`src/rtl/pkt_rd_pkg.sv`:
```
// Shared types and widths for the packet FIFO reader.
package pkt_rd_pkg;

    localparam int unsigned LEN_W  = 11;
    localparam int unsigned DATA_W = 8;

    typedef enum logic [1:0] {
        StIdle,
        StStart,
        StStream,
        StGap
    } state_e;

    // A zero-length gap still needs one cycle to emit pkt_done.
    function automatic int unsigned gap_cycles(input int unsigned gap);
        return (gap == 0) ? 1 : gap;
    endfunction

endpackage

```
`src/rtl/pkt_fifo_reader_if.sv`:
```
// FIFO-side and stream-side signals of the packet reader, grouped for port passing.
interface pkt_fifo_reader_if;
    import pkt_rd_pkg::*;

    logic              en;
    logic [DATA_W-1:0] fifo_rd_data;
    logic              fifo_empty;
    logic [LEN_W-1:0]  fifo_rd_level;
    logic              fifo_rd_en;
    logic              pkt_start;
    logic [LEN_W-1:0]  pkt_len;
    logic [DATA_W-1:0] out_data;
    logic              out_valid;
    logic              out_ready;
    logic              out_last;
    logic              pkt_done;
    logic              busy;

    modport master (
        input  en, fifo_rd_data, fifo_empty, fifo_rd_level, out_ready,
        output fifo_rd_en, pkt_start, pkt_len, out_data, out_valid, out_last, pkt_done, busy
    );

    modport slave (
        output en, fifo_rd_data, fifo_empty, fifo_rd_level, out_ready,
        input  fifo_rd_en, pkt_start, pkt_len, out_data, out_valid, out_last, pkt_done, busy
    );

endinterface

```
`src/rtl/pkt_skid_buf.sv`:
```
// Two-entry FIFO-order buffer between the byte FIFO read port and the output stream.
module pkt_skid_buf
    import pkt_rd_pkg::*;
(
    input  logic              clk,
    input  logic              rst_n,
    input  logic              i_push,
    input  logic [DATA_W-1:0] i_data,
    input  logic              i_pop,
    output logic [DATA_W-1:0] o_data,
    output logic [1:0]        o_occ
);

    logic [DATA_W-1:0] r_head;
    logic [DATA_W-1:0] r_tail;
    logic [1:0]        r_occ;
    logic              w_pop;
    logic              w_push;

    assign w_pop  = i_pop && (r_occ != 2'd0);
    assign w_push = i_push && ((r_occ != 2'd2) || w_pop);

    always_ff @(posedge clk or negedge rst_n) begin
        if (!rst_n) begin
            r_head <= '0;
            r_tail <= '0;
            r_occ  <= 2'd0;
        end else begin
            case ({w_push, w_pop})
                2'b10: begin
                    if (r_occ == 2'd0) r_head <= i_data;
                    else               r_tail <= i_data;
                    r_occ <= r_occ + 2'd1;
                end
                2'b01: begin
                    r_head <= r_tail;
                    r_occ  <= r_occ - 2'd1;
                end
                2'b11: begin
                    // Simultaneous push/pop keeps occupancy; the new byte lands behind the head.
                    if (r_occ == 2'd1) begin
                        r_head <= i_data;
                    end else begin
                        r_head <= r_tail;
                        r_tail <= i_data;
                    end
                end
                default: ;
            endcase
        end
    end

    assign o_data = r_head;
    assign o_occ  = r_occ;

endmodule

```
`src/rtl/pkt_fifo_reader.sv`:
```
// Releases fixed-length packets from an upstream byte FIFO onto a valid/ready stream,
// separated by a programmable idle gap.
module pkt_fifo_reader
    import pkt_rd_pkg::*;
#(
    parameter int unsigned PKT_LEN = 64,
    parameter int unsigned GAP_CYC = 12
) (
    input  logic               clk,
    input  logic               rst_n,
    pkt_fifo_reader_if.master  bus
);

    localparam logic [LEN_W-1:0] LEN_V    = LEN_W'(PKT_LEN);
    localparam logic [LEN_W-1:0] LAST_V   = LEN_W'(PKT_LEN - 1);
    localparam logic [7:0]       GAP_LAST = 8'(gap_cycles(GAP_CYC) - 1);

    state_e            r_state;
    state_e            w_state_nxt;
    logic [LEN_W-1:0]  r_rd_cnt;
    logic [LEN_W-1:0]  r_tx_cnt;
    logic              r_rd_pend;
    logic [7:0]        r_gap_cnt;

    logic [DATA_W-1:0] w_head;
    logic [1:0]        w_occ;
    logic              w_valid;
    logic              w_pop;
    logic              w_room;
    logic              w_rd_en;
    logic              w_last_pop;

    assign w_valid    = (w_occ != 2'd0);
    assign w_pop      = w_valid && bus.out_ready;
    // A read is safe only if the byte it returns will still find a free slot.
    assign w_room     = ({1'b0, w_occ} + {2'b00, r_rd_pend}) < (3'd2 + {2'b00, w_pop});
    assign w_rd_en    = (r_state == StStream) && (r_rd_cnt < LEN_V) && !bus.fifo_empty && w_room;
    assign w_last_pop = w_pop && (r_tx_cnt == LAST_V);

    always_comb begin
        w_state_nxt = r_state;
        case (r_state)
            StIdle:   if (bus.en && (bus.fifo_rd_level >= LEN_V)) w_state_nxt = StStart;
            StStart:  w_state_nxt = StStream;
            StStream: if (w_last_pop) w_state_nxt = StGap;
            StGap:    if (r_gap_cnt == GAP_LAST) w_state_nxt = StIdle;
            default:  w_state_nxt = StIdle;
        endcase
    end

    always_ff @(posedge clk or negedge rst_n) begin
        if (!rst_n) begin
            r_state   <= StIdle;
            r_rd_cnt  <= '0;
            r_tx_cnt  <= '0;
            r_rd_pend <= 1'b0;
            r_gap_cnt <= '0;
        end else begin
            r_state   <= w_state_nxt;
            r_rd_pend <= w_rd_en;
            if (r_state == StStart) begin
                r_rd_cnt <= '0;
                r_tx_cnt <= '0;
            end else begin
                if (w_rd_en) r_rd_cnt <= r_rd_cnt + 11'd1;
                if (w_pop)   r_tx_cnt <= r_tx_cnt + 11'd1;
            end
            if (r_state == StGap) r_gap_cnt <= r_gap_cnt + 8'd1;
            else                  r_gap_cnt <= '0;
        end
    end

    pkt_skid_buf u_skid (
        .clk    (clk),
        .rst_n  (rst_n),
        .i_push (r_rd_pend),
        .i_data (bus.fifo_rd_data),
        .i_pop  (w_pop),
        .o_data (w_head),
        .o_occ  (w_occ)
    );

    assign bus.fifo_rd_en = w_rd_en;
    assign bus.pkt_start  = (r_state == StStart);
    assign bus.pkt_len    = (r_state == StStart) ? LEN_V : '0;
    assign bus.out_data   = w_head;
    assign bus.out_valid  = w_valid;
    assign bus.out_last   = w_valid && (r_tx_cnt == LAST_V);
    assign bus.pkt_done   = (r_state == StGap) && (r_gap_cnt == 8'd0);
    assign bus.busy       = (r_state != StIdle);

endmodule

```
`src/flat_wrapper.sv`:
```
// flat-port wrapper written by rule: the top's interface ports become plain ports
module pkt_fifo_reader_flat import pkt_rd_pkg::*;
#(
    parameter int unsigned PKT_LEN = 64,
    parameter int unsigned GAP_CYC = 12
)
  (clk, rst_n, bus_en, bus_fifo_rd_data, bus_fifo_empty, bus_fifo_rd_level, bus_out_ready, bus_fifo_rd_en, bus_pkt_start, bus_pkt_len, bus_out_data, bus_out_valid, bus_out_last, bus_pkt_done, bus_busy);
  pkt_fifo_reader_if bus_i ();
  input  logic clk;
  input  logic rst_n;
  input wire logic [$bits(bus_i.en)-1:0] bus_en;
  input wire logic [$bits(bus_i.fifo_rd_data)-1:0] bus_fifo_rd_data;
  input wire logic [$bits(bus_i.fifo_empty)-1:0] bus_fifo_empty;
  input wire logic [$bits(bus_i.fifo_rd_level)-1:0] bus_fifo_rd_level;
  input wire logic [$bits(bus_i.out_ready)-1:0] bus_out_ready;
  output wire logic [$bits(bus_i.fifo_rd_en)-1:0] bus_fifo_rd_en;
  output wire logic [$bits(bus_i.pkt_start)-1:0] bus_pkt_start;
  output wire logic [$bits(bus_i.pkt_len)-1:0] bus_pkt_len;
  output wire logic [$bits(bus_i.out_data)-1:0] bus_out_data;
  output wire logic [$bits(bus_i.out_valid)-1:0] bus_out_valid;
  output wire logic [$bits(bus_i.out_last)-1:0] bus_out_last;
  output wire logic [$bits(bus_i.pkt_done)-1:0] bus_pkt_done;
  output wire logic [$bits(bus_i.busy)-1:0] bus_busy;
  assign bus_i.en = bus_en;
  assign bus_i.fifo_rd_data = bus_fifo_rd_data;
  assign bus_i.fifo_empty = bus_fifo_empty;
  assign bus_i.fifo_rd_level = bus_fifo_rd_level;
  assign bus_i.out_ready = bus_out_ready;
  assign bus_fifo_rd_en = bus_i.fifo_rd_en;
  assign bus_pkt_start = bus_i.pkt_start;
  assign bus_pkt_len = bus_i.pkt_len;
  assign bus_out_data = bus_i.out_data;
  assign bus_out_valid = bus_i.out_valid;
  assign bus_out_last = bus_i.out_last;
  assign bus_pkt_done = bus_i.pkt_done;
  assign bus_busy = bus_i.busy;
  pkt_fifo_reader #(.PKT_LEN(PKT_LEN), .GAP_CYC(GAP_CYC)) u_core (.clk(clk), .rst_n(rst_n), .bus(bus_i));
endmodule
```
`config.mk`:
```
export PLATFORM = sky130hd
export DESIGN_NAME = pkt_fifo_reader_flat
export DESIGN_NICKNAME = d
export VERILOG_FILES = /design/src/rtl/pkt_rd_pkg.sv /design/src/rtl/pkt_fifo_reader_if.sv /design/src/rtl/pkt_skid_buf.sv /design/src/rtl/pkt_fifo_reader.sv /design/src/flat_wrapper.sv
export SDC_FILE = /design/constraint.sdc
export NUM_CORES = 1
export LEC_CHECK = 0
export BUFFER_PORTS_ARGS = -buffer_cell sky130_fd_sc_hd__buf_2
export CAP_MARGIN = 40
export CORE_UTILIZATION = 35
export CTS_BUF_LIST = sky130_fd_sc_hd__clkbuf_8
export DETAILED_ROUTE_END_ITERATION = 6
export PLACE_DENSITY_LB_ADDON = 0.15
export SLEW_MARGIN = 20
export SYNTH_ARGS = -nofsm -noshare
export SYNTH_HDL_FRONTEND = slang
export SYNTH_HIERARCHICAL = 1
export SYNTH_SLANG_ARGS = --single-unit
```
`constraint.sdc`:
```
create_clock -name clk -period 2.25 [get_ports clk]
set_input_delay 0.45 -clock clk [delete_from_list [all_inputs] [get_ports clk]]
set_output_delay 0.45 -clock clk [all_outputs]
set_load 0.05 [all_outputs]
```
==> impl_results.md <==
- Status: finished, final reports clean
- All-Layer GR Usage: 0.1278
- Clk pwr share: 0.150
- Crit path time final: 2.205 ns
- Max Freq: 453.4 MHz
- Initial antenna violation count: 0
- Lkg Pwr: 1.479 nW
- Clock Skew: 0.007228 ns
- Worst path cell trace: or4_4 > nor4b_4 > buf_6
- Fill cells: 734
- Setup violators final: 0
- Slowest CP cell: or4_4
- CTS buffer count: 5
- TritonCTS clock tree: yes
- First-pass GRT wire length: 8.473 mm
- Drt wl/cell: 12.56 um
- Hold Fails Final Rpt: 0
- Die area: 8172 um^2
- Pins Over Slew Limit: 0
- Sw Share: 0.4471
- H-tree depth: 2
- Worst setup path class: reg2out
- Unrepaired setup endpoints after global routing: true
- Cell-internal power: 0.002059 W
- Number of synthesized flops with an enable pin: 0
- Maximum vdd ir drop: 409.0 uV
- Sequential element share of the synthesized area: 0.4666
- Finished Core Util: 0.4258
- Final ANT Viol Nets: 0
- I/O Buffers: 32
- Logic pwr share: 0.492
- Largest net degree at the start of global routing: 30
- Worst EP arrival: 1.76 ns
- Post-Syn Area: 2735 um^2
- Number of cells after detailed placement: 392
- Worst Setup End Kind: output port
- Synth async-reset ratio: 1.000
- IO Pins: 49
- Worst path bufs/invs: 1
- DRT Pass-1 Iters: 4
- Register Area: 1277 um^2
- Site row count: 31
- Worst Hold Class: in2async
- Die height: 90.40 um
- Avg Inst Size Synth: 10.48 um^2
- Clock transition at path regs: 0.09 ns
- CP max FO: 4
- GP Congestion: 0.7142
- Switching pwr: 0.001665 W
- Flop pwr share: 0.358
- Vias: 1871
- Longest Clk Path Bufs: 2
- Synth unique cells: 39
- Worst-Skew Late Latency: 0.30 ns
- Top_reg_cell synth: dfrtp_1
- Detailed-route DRC error count: 0
- Nets: 340
- Max incr delay on CP: 0.55 ns
- Die W: 90.40 um
- Rel. slew slack: 0.6294
- Synth warn: 6
- Final Non-Filler Cells: 402
- Core ar.: 7408 um^2
- Register bit total from synthesis: 51
- MaxCap Viol Count: 0
- Top cell type's share of synthesized area: 0.4666
- Area growth from synthesis to layout: 15.32%
- Yosys top cell by area: dfrtp_1
- Number of global-route vias before repair: 1886
- Synth top area cells: dfrtp_1, ha_1, a31oi_2
- CP delay by family, top: simple AND/OR/NAND/NOR gates
- Drt total wl: 5.048 mm
- Dpl hpwl: 3.511 mm
- Total gr overflow: 0
- P per Cell Area: 1180 nW/um^2
- Final worst-path cycle share: 0.9802
- WP data required: 1.80 ns
- Multi-input gate area: 1326 um^2
- Initial core utilization: 0.3692
- DR iter-0 viols: 46
- Slew @ Worst Pin: 0.5559 ns
- Crit path launch type: register
- Synthesized instance count: 261
- Layout cells sized above 1: 0.2475
- Clock Sinks: 51
- N_diodes: 0
- CTS Root Cell: clkbuf_8
- Vias per cell: 4.654
[layer usage]
metal | wire, um | global-route usage | share of wire | vias to the layer above
li1 | - | - | - | 952
met5 | 0 | 0 | 0 | -
met3 | 146 | 0.03030 | 0.029 | 5
met4 | 49 | 0.04032 | 0.0097 | 0
met2 | 2429 | 0.2182 | 0.48 | 26
met1 | 2423 | 0.1591 | 0.48 | 888
[through the flow]
stage               power, W  setup WS [ns]  cell area (um^2)  hold slack, ns     TNS, ns
floorplan           0.002780         0.1762              2784          0.1544           0
global placement    0.003158         0.1148              3022          0.4743           0
detailed placement  0.003183        0.09728              3022          0.4727           0
CTS                 0.003763     -0.0005926              3129          0.1362  -0.0005926
global route        0.003962       -0.03096              3154          0.1837    -0.04911
finish              0.003723        0.04464              3154          0.1267           0
[sequential cells by signal, indices dropped and copies added, names as in the netlist]
name / count
u_core/r_gap_cnt: 8
u_core/u_skid/r_tail: 8
u_core/r_tx_cnt: 11
u_core/r_state: 2
u_core/r_rd_cnt: 11
u_core/u_skid/o_data: 8
u_core/u_skid/o_occ: 2
u_core/r_rd_pend: 1
[cell families (layout without fill, tap and decap cells)]
family,Yosys count,count (layout),synth area share
simple gates,102,102,0.2031
flops,51,51,0.4666
buf+inv,32,65,0.06816
compound gates,27,27,0.07686
xor+xnor,20,20,0.06404
fa+ha+maj,14,14,0.06404
mux,14,14,0.05581
other cells,1,10,0.001371
[path summary, 6_finish.rpt]
path,startpoint,to,slack [ns],cells past startpoint
setup reg to reg,u_core/r_tx_cnt[8],u_core/r_state[1],0.33,5
hold reg to reg,u_core/r_gap_cnt[0],u_core/r_gap_cnt[0],0.48,1
min in group clk,bus_fifo_rd_data[5],u_core/u_skid/r_tail[5],0.37,2
hold / removal,rst_n,u_core/r_state[1],0.13,1
max in group asynchronous,rst_n,u_core/r_tx_cnt[1],1.58,2
setup / recovery,u_core/r_tx_cnt[8],bus_out_last,0.04,3
[layout make-up]
cell class / instances / share of cell area
Clock buffer: 6 / 0.02618
Clock inverter: 2 / 0.003967
Inverter: 12 / 0.01428
Multi-Input combinational cell: 187 / 0.4205
Sequential cell: 51 / 0.4050
Tap cell: 99 / 0.03927
Timing Repair Buffer: 45 / 0.09084
[cells in the final DEF, fill, tap and decap left out, types with 11 or more instances in the layout]
cell type	n
nand3_1	18
ha_1	13
o21ai_0	11
nor2_1	21
buf_2	30
buf_4	12
nor3_1	12
dfrtp_1	50
inv_1	12
[Yosys cell counts (8+ instances only)]
cell type,n
a31oi_2,8
and2_1,10
buf_4,11
dfrtp_1,51
ha_1,14
inv_1,12
nand2_1,9
nand3_1,18
nor2_1,21
nor2b_1,8
nor3_1,12
o21ai_0,11
xnor2_1,10
xor2_1,10
[power by group through the flow]
stage	clock network (W)	logic (W)	registers [W]
floorplan	0	0.00120	0.00158
global placement	0	0.00181	0.00135
detailed placement	0	0.00183	0.00135
CTS	0.000583	0.00184	0.00134
global route	0.000604	0.00198	0.00138
finish	0.000557	0.00183	0.00133
[repair_timing]
| item | in CTS | in global routing |
|---|---|---|
| buffers inserted | 0 | 2 |
| resized for setup | 4 | 5 |
| setup endpoints to repair | 2 | 10 |
| pin swaps | 2 | 1 |
| hold endpoints to repair | 0 | 0 |
| hold buffers | 0 | 0 |
No activity file was read; power rests on OpenSTA's default activity.
